**config.mk**
```make
export PLATFORM = sky130hd
export DESIGN_NAME = alu_seq_ctrl
export DESIGN_NICKNAME = d
export VERILOG_FILES = /design/src/rtl/alu_pkg.sv /design/src/rtl/alu4_add.sv /design/src/rtl/alu_seq_ctrl.sv
export SDC_FILE = /design/constraint.sdc
export NUM_CORES = 1
export LEC_CHECK = 0
export ABC_AREA = 0
export CAP_MARGIN = 40
export CORE_MARGIN = 2
export CORE_UTILIZATION = 38
export DETAILED_ROUTE_END_ITERATION = 16
export GPL_ROUTABILITY_DRIVEN = 0
export GPL_TIMING_DRIVEN = 0
export PLACE_DENSITY_LB_ADDON = 0.3
export SLEW_MARGIN = 20
export SYNTH_ARGS = -nofsm -noshare
export SYNTH_HDL_FRONTEND = slang
export SYNTH_SLANG_ARGS = --single-unit
```
**constraint.sdc**
```tcl
create_clock -name clk -period 3.1 [get_ports clk]
set_input_delay 0.465 -clock clk [delete_from_list [all_inputs] [get_ports clk]]
set_output_delay 0.465 -clock clk [all_outputs]
set_load 0.01 [all_outputs]
```
**src/rtl/alu_pkg.sv**
```systemverilog
// Shared definitions for the sequential ALU: op encodings, FSM states and datapath widths.
package alu_pkg;

  localparam int unsigned DataW = 4;
  localparam int unsigned ProdW = 8;

  typedef enum logic [2:0] {
    OpNegA = 3'b000,
    OpNegB = 3'b001,
    OpAdd  = 3'b010,
    OpSub  = 3'b011,
    OpAnd  = 3'b100,
    OpOr   = 3'b101,
    OpMul  = 3'b110,
    OpRsvd = 3'b111
  } op_e;

  typedef enum logic [1:0] {
    StIdle,
    StExec,
    StMul,
    StDone
  } state_e;

endpackage

```
**src/rtl/alu4_add.sv**
```systemverilog
// 4-bit ripple adder with carry-in; the only adder in the ALU datapath.
module alu4_add
  import alu_pkg::*;
(
  input  logic [DataW-1:0] a,
  input  logic [DataW-1:0] b,
  input  logic             cin,
  output logic [DataW-1:0] sum,
  output logic             cout
);

  assign {cout, sum} = {1'b0, a} + {1'b0, b} + {{DataW{1'b0}}, cin};

endmodule

```
**src/rtl/alu_seq_ctrl.sv**
```systemverilog
// Sequential ALU with valid/ready handshakes; MUL is a 4-step shift-add through the shared adder.
module alu_seq_ctrl
  import alu_pkg::*;
(
  input  logic             clk,
  input  logic             reset,
  input  logic             in_valid,
  output logic             in_ready,
  input  logic [2:0]       op,
  input  logic [DataW-1:0] a,
  input  logic [DataW-1:0] b,
  output logic             out_valid,
  input  logic             out_ready,
  output logic [ProdW-1:0] result,
  output logic             carry,
  output logic             zero,
  output logic             err,
  output logic             busy
);

  state_e           state_q, state_d;
  op_e              op_q, op_d;
  logic [DataW-1:0] mcand_q, mcand_d;
  logic [DataW-1:0] acc_q, acc_d;
  // mq also carries operand b for the single-cycle ops.
  logic [DataW-1:0] mq_q, mq_d;
  logic [1:0]       cnt_q, cnt_d;
  logic [ProdW-1:0] result_q, result_d;
  logic             carry_q, carry_d;
  logic             zero_q, zero_d;
  logic             err_q, err_d;
  logic             out_valid_q, out_valid_d;

  logic [DataW-1:0] add_x, add_y, add_sum, mul_sel;
  logic             add_cin, add_cout, mul_c;

  alu4_add u_add (
    .a    (add_x),
    .b    (add_y),
    .cin  (add_cin),
    .sum  (add_sum),
    .cout (add_cout)
  );

  always_comb begin
    add_x   = '0;
    add_y   = '0;
    add_cin = 1'b0;
    if (state_q == StMul) begin
      add_x = acc_q;
      add_y = mcand_q;
    end else begin
      unique case (op_q)
        OpNegA:  begin add_y = ~mcand_q; add_cin = 1'b1; end
        OpNegB:  begin add_y = ~mq_q;    add_cin = 1'b1; end
        OpAdd:   begin add_x = mcand_q;  add_y = mq_q; end
        OpSub:   begin add_x = mcand_q;  add_y = ~mq_q; add_cin = 1'b1; end
        default: ;
      endcase
    end
  end

  always_comb begin
    state_d     = state_q;
    op_d        = op_q;
    mcand_d     = mcand_q;
    acc_d       = acc_q;
    mq_d        = mq_q;
    cnt_d       = cnt_q;
    result_d    = result_q;
    carry_d     = carry_q;
    zero_d      = zero_q;
    err_d       = err_q;
    out_valid_d = out_valid_q;
    mul_sel     = mq_q[0] ? add_sum : acc_q;
    mul_c       = mq_q[0] & add_cout;

    unique case (state_q)
      StIdle: begin
        if (in_valid) begin
          op_d    = op_e'(op);
          mcand_d = a;
          mq_d    = b;
          acc_d   = '0;
          cnt_d   = '0;
          state_d = (op_e'(op) == OpMul) ? StMul : StExec;
        end
      end
      StExec: begin
        result_d = '0;
        carry_d  = 1'b0;
        err_d    = 1'b0;
        unique case (op_q)
          OpNegA, OpNegB, OpAdd, OpSub: begin
            result_d = {{(ProdW-DataW){1'b0}}, add_sum};
            carry_d  = add_cout;
          end
          OpAnd:   result_d = {{(ProdW-DataW){1'b0}}, mcand_q & mq_q};
          OpOr:    result_d = {{(ProdW-DataW){1'b0}}, mcand_q | mq_q};
          default: err_d = 1'b1;
        endcase
        zero_d      = (result_d == '0);
        out_valid_d = 1'b1;
        state_d     = StDone;
      end
      StMul: begin
        acc_d = {mul_c, mul_sel[DataW-1:1]};
        mq_d  = {mul_sel[0], mq_q[DataW-1:1]};
        cnt_d = cnt_q + 2'd1;
        if (cnt_q == 2'd3) begin
          result_d    = {acc_d, mq_d};
          carry_d     = 1'b0;
          err_d       = 1'b0;
          zero_d      = (result_d == '0);
          out_valid_d = 1'b1;
          state_d     = StDone;
        end
      end
      StDone: begin
        if (out_ready) begin
          out_valid_d = 1'b0;
          state_d     = StIdle;
        end
      end
      default: state_d = StIdle;
    endcase
  end

  always_ff @(posedge clk) begin
    if (reset) begin
      state_q     <= StIdle;
      op_q        <= OpNegA;
      mcand_q     <= '0;
      acc_q       <= '0;
      mq_q        <= '0;
      cnt_q       <= '0;
      result_q    <= '0;
      carry_q     <= 1'b0;
      zero_q      <= 1'b0;
      err_q       <= 1'b0;
      out_valid_q <= 1'b0;
    end else begin
      state_q     <= state_d;
      op_q        <= op_d;
      mcand_q     <= mcand_d;
      acc_q       <= acc_d;
      mq_q        <= mq_d;
      cnt_q       <= cnt_d;
      result_q    <= result_d;
      carry_q     <= carry_d;
      zero_q      <= zero_d;
      err_q       <= err_d;
      out_valid_q <= out_valid_d;
    end
  end

  assign in_ready  = (state_q == StIdle);
  assign busy      = (state_q != StIdle);
  assign out_valid = out_valid_q;
  assign result    = result_q;
  assign carry     = carry_q;
  assign zero      = zero_q;
  assign err       = err_q;

endmodule

```
Yosys cells after proc, flatten, opt, wreduce, memory -nomap -nowiden
Cells that the tools add are included.
Widths: inputs -> output; s select.
{ "classes": {"n_addsub": 3, "n_eq_ne": 13, "n_mux": 32, "bitwise": 5, "reduce_logical": 18} }
{ "op_table": {"columns": ["cell", "count"], "rows": [
  ["$mux 4", 6],
  ["$pmux 4 s3", 2],
  ["$logic_not 8->1", 2],
  ["$mux 8", 2],
  ["$pmux 4 s2", 2],
  ["$pmux 8 s2", 1],
  ["$mux 2", 5],
  ["$eq 3x3->1 const B", 3],
  ["$mux 1", 8],
  ["$not 4->4", 2],
  ["$pmux 2 s4", 1],
  ["$eq 2x2->1 const B", 3],
  ["$eq 3x2->1 const B", 2],
  ["$pmux 1 s2", 3],
  ["$reduce_and 2->1", 3],
  ["$reduce_and 3->1", 2],
  ["$reduce_bool 2->1", 3],
  ["$reduce_or 6->1", 1],
  ["$add 4x4->5", 1],
  ["$add 5x1->5", 1],
  ["$and 4x4->4", 1],
  ["$ne 2x2->1 const B", 2],
  ["$or 4x4->4", 1],
  ["$pmux 2 s2", 1],
  ["12 further kinds", 13]
]} }
{ "word_totals": {"regBits": 31, "in_bits": 15, "out_inout_bits": 14, "word_cells": 82} }

Depth between registers and ports, before layout
{ "logic_depth": {"word_depth": 10, "mapped_depth": 13, "mapped_depth_nobuf": 12} }

Modules after synthesis
From an unflattened synthesis, not the netlist that was laid out.
{ "hier_totals": {"cells_unflattened": 235, "hier_area_um2": 1851.8} }
{ "by_module_without_submodules": {"columns": ["mod", "instances", "cells_each", "area_per_inst_um2", "seq_area_each_um2"], "rows": [
  ["alu_seq_ctrl", 1, 219, 1707.9, 620.6],
  ["alu4_add", 1, 16, 143.9, 0.0]
]} }

Worst setup path before layout
OpenSTA, ideal clock, no wires.
{ "synth_path": {"path_kind": "reg-to-reg", "startpoint": "register state_q[0]", "endpoint": "register zero_q, in the netlist zero", "setup_time_ns": 0.058, "arrival_ns": 3.348, "required_time_ns": 3.042, "setup_slack_ns": -0.307, "path_stages_with_launch": 13, "path_buffers": 2, "synth_period_minus_slack_ns": 3.407, "path_cell_list": "dfxtp_1 inv_1 ha_1 clkbuf_1 clkbuf_1 o21ai_0 fa_1 fa_1 xor2_1 mux2_2 a2111o_1 o32a_1 nand2_1"} }
{ "synth_between": {"elab_chain_len": 8, "word_cells_on_any_way": 18, "cone_classes": "add/sub (2); eq/ne (3); mux (8); bitwise (1); reduce/logical (4)"} }
{ "synth_rtl": {"columns": ["item", "line", "text"], "rows": [
  ["start, declared", "alu_seq_ctrl.sv:21", "state_e state_q, state_d;"],
  ["start signal, assigned", "alu_seq_ctrl.sv:131", "state_q <= StIdle;"],
  ["start signal, assigned", "alu_seq_ctrl.sv:143", "state_q <= state_d;"],
  ["$eq 2x2->1", "alu_seq_ctrl.sv:49, alu_seq_ctrl.sv:78", null],
  ["$mux 4", "alu_seq_ctrl.sv:49", "if (state_q == StMul) begin"],
  ["$add 4x4->5", "alu4_add.sv:12", "assign {cout, sum} = {1'b0, a} + {1'b0, b} + {{DataW{1'b0}}, cin};"],
  ["$add 5x1->5", "alu4_add.sv:12", null],
  ["$pmux 4 s3 (tied with other cells)", "alu_seq_ctrl.sv:93", "unique case (op_q)"],
  ["$mux 8 or $logic_not 8->1 (tied branches)", "alu_seq_ctrl.sv:78, alu_seq_ctrl.sv:114", null],
  ["$logic_not 8->1 or $mux 1 (tied branches)", "alu_seq_ctrl.sv:102, alu_seq_ctrl.sv:110", null],
  ["$pmux 1 s2", "alu_seq_ctrl.sv:78", "unique case (state_q)"],
  ["end signal, assigned", "alu_seq_ctrl.sv:151", "zero_q <= zero_d;"],
  ["end, declared", "alu_seq_ctrl.sv:30", "logic zero_q, zero_d;"]
]} }
Several ways; a longest one is shown, not always the timed one. The select of a mux whose other input is x is not followed.
A chain may end at the register's enable or synchronous reset.

Worst setup path in the final report
Ends and elaborated chain as after synthesis.

==> out/results.ini <==
[setup_path]
crit_fanout = 6
crit_arrival_ps = 3280
cp-startpoint = state_q[0]
crit_chain = inv_2, ha_4, clkbuf_16, a22o_1, fa_2, fa_2, mux2_4, nand4b_4, a2111o_1, o32a_1, nand2_1
required_ps = 3330
r2r_start = state_q[0]
slowest_delay_ps = 440
crit_type = register to register
start_kind = register
path_common_cell = fa_2
crit_slowest_cell = fa_2
worstSetupEndpointType = register

[synth]
synth-edff-count = 0
async_reset_ff_frac = 0
synth_top_area_frac = 0.342
synth_ff_type = dfxtp_1
postSynthCellCount = 231
ys_seq_area_frac = 0.342
yosysTopAreaCell = dfxtp_1
synth_area_leaders = dfxtp_1, nand2_1, a21oi_1
synthDistinctLibCells = 43
syn_area_um2 = 1820
syn_nets = 255
yosysWarnings = 0
ys_seq_elements = 31
avgSynthCellArea_um2 = 7.86

[clocking]
insertion_delay_ps = 280
cts.path.max_buffers = 2
cts.sinks = 31
clkTransAtPathRegs_ps = 70
clock_tree.root_cell = clkbuf_8
cts_tree = done
cts_buffers = 5
h-tree-depth = 2

[route]
ant_nets = 0
drtIter0Drc = 138
drt-pass1-iter-count = 5
viasPerCell = 5.57
drt_wl_total_mm = 4.93
num_vias = 1822
wl_per_cell_um = 15.1
drc = 0

[placement]
dp_hpwl_mm = 3.62
dp_slack_ps = -263
io_buffers = 27
place_area_um2 = 2180

[floorplanning]
coreArea_um2 = 4660
die-area_um2 = 5350
pin_count = 29
start_util = 0.390
rows = 25
dieWidth_um = 73.1
die_y_um = 73.1

[min_path]
hold_path.class = register to register
hp-start = result[1]

[timing]
slew_violations = 0
setup_ws_ps = 56.3
slew_headroom = 0.612
maxClockFrequency_mhz = 329
clock_skew_ps = 3.11
hold_viol_final = 0
tightest_slew_ps = 578
fin_crit_sh = 0.982
rsz0062_at_grt = yes
tns_ps = 0
finalCriticalPeriod_ps = 3040
setup_viol_count_final = 0

[pwr]
power_density_nw_per_um2 = 759
vdd_drop_max_mv = 0.429
power.total_uw = 1800
power.leakage_uw = 0.000934

[run_status]
status = finished clean

[global_route]
grt_pass1_vias = 1749
overflow = 0
groute.usage.overall = 0.199
antenna_found_initial = 0
grt_pass1_wl_mm = 8.15
grt_max_degree = 12

[cells_and_area]
area_growth_pct = 30.5
mostFrequentLayoutCells = nand2_1, dfxtp_1, clkdlybuf4s50_1, nor2_1, a21oi_1
drive_gt1_frac = 0.150
final_core_util = 0.509
finalInstanceArea_um2 = 2370
antenna_cells = 0
fin_nets = 296
layout_commonest_cell = nand2_1

[job]
max-cap-violations = 0

-- sequential cells by signal (all words and copies together) (netlist names), 2 cells and up --
name / cells
result: 8
cnt_q: 2
acc_q: 4
op_q: 3
state_q: 2
mcand_q: 4
mq_q: 4
-- path summary, 6_finish.rpt --
kind / slack (ps) / cells past startpoint / to
max: 60 / 11 / zero
max reg2reg: 60 / 11 / zero
min: 460 / 2 / result[1]
min reg2reg: 460 / 2 / result[1]
-- power breakdown --
group	leakage (µW)	internal [µW]	total [µW]	switching, µW
logic	0.000640	440	950	510
clock network	0.0000402	156	314	158
registers	0.000254	467	535	67.7
total	0.000934	1060	1800	736
-- routing by layer --
layer	wire, µm	GRT usage	vias to the layer above
met1	2260	0.260	838
li1	-	-	898
met5	0	0	-
met3	273	0.0456	17
met4	168	0.0947	0
met2	2230	0.311	69
-- per-stage QoR --
step / hold WS [ps] / std cells
2_1_floorplan: 474 / 231
3_3_place_gp: 445 / 312
3_5_place_dp: 444 / 312
4_1_cts: 464 / 325
5_1_grt: 475 / 327
6_report: 459 / 327
-- cells by family (layout without fill, tap and decap cells) --
logic type | after synthesis | in the layout | share of synthesized area
AOI/OAI and AO/OA | 67 | 67 | 0.243
xor gates and xnor gates | 1 | 1 | 0.00482
adders and majority gates | 13 | 13 | 0.0923
buffers and inverters | 24 | 66 | 0.0537
DFF | 31 | 31 | 0.342
muxes | 7 | 7 | 0.0420
and+or+nand+nor | 88 | 88 | 0.222
-- critical path, delay by kind of cell (launching register included) --
kind / cells / cell delay (ps)
muxes: 1 / 300
DFF: 1 / 330
adders and majority gates: 3 / 1010
AOI/OAI and AO/OA: 3 / 940
and+or+nand+nor: 2 / 230
buffers and inverters: 2 / 200
-- cell type report --
| class | instances | area, µm² |
|---|---|---|
| Multi-Input combinational cell | 176 | 1140 |
| Fill cell | 430 | 2290 |
| Tap cell | 54 | 67.6 |
| Sequential cell | 31 | 626 |
| Timing Repair Buffer | 36 | 338 |
| Clock buffer | 5 | 68.8 |
| Buffer | 9 | 66.3 |
| Clock inverter | 3 | 20.0 |
| Inverter | 13 | 48.8 |
-- synth_stat cells (all sizes together) (3+ instances only) --
master / instances
a21oi: 18
a22o: 3
a22oi: 10
a311oi: 3
clkbuf: 10
dfxtp: 31
ha: 7
inv: 13
maj3: 4
mux2i: 5
nand2: 44
nand3: 10
nor2: 20
o211ai: 3
o21ai: 17
-- repair_timing --
action,4_1_cts,5_1_grt
pin swaps,5,7
cloned,0,0
resized for setup,10,10
hold endpoints to repair,0,0
hold buffers,0,0
setup buffers,6,3
setup endpoints to repair,1,1
Note: power is estimated with default switching activity, not from simulation.
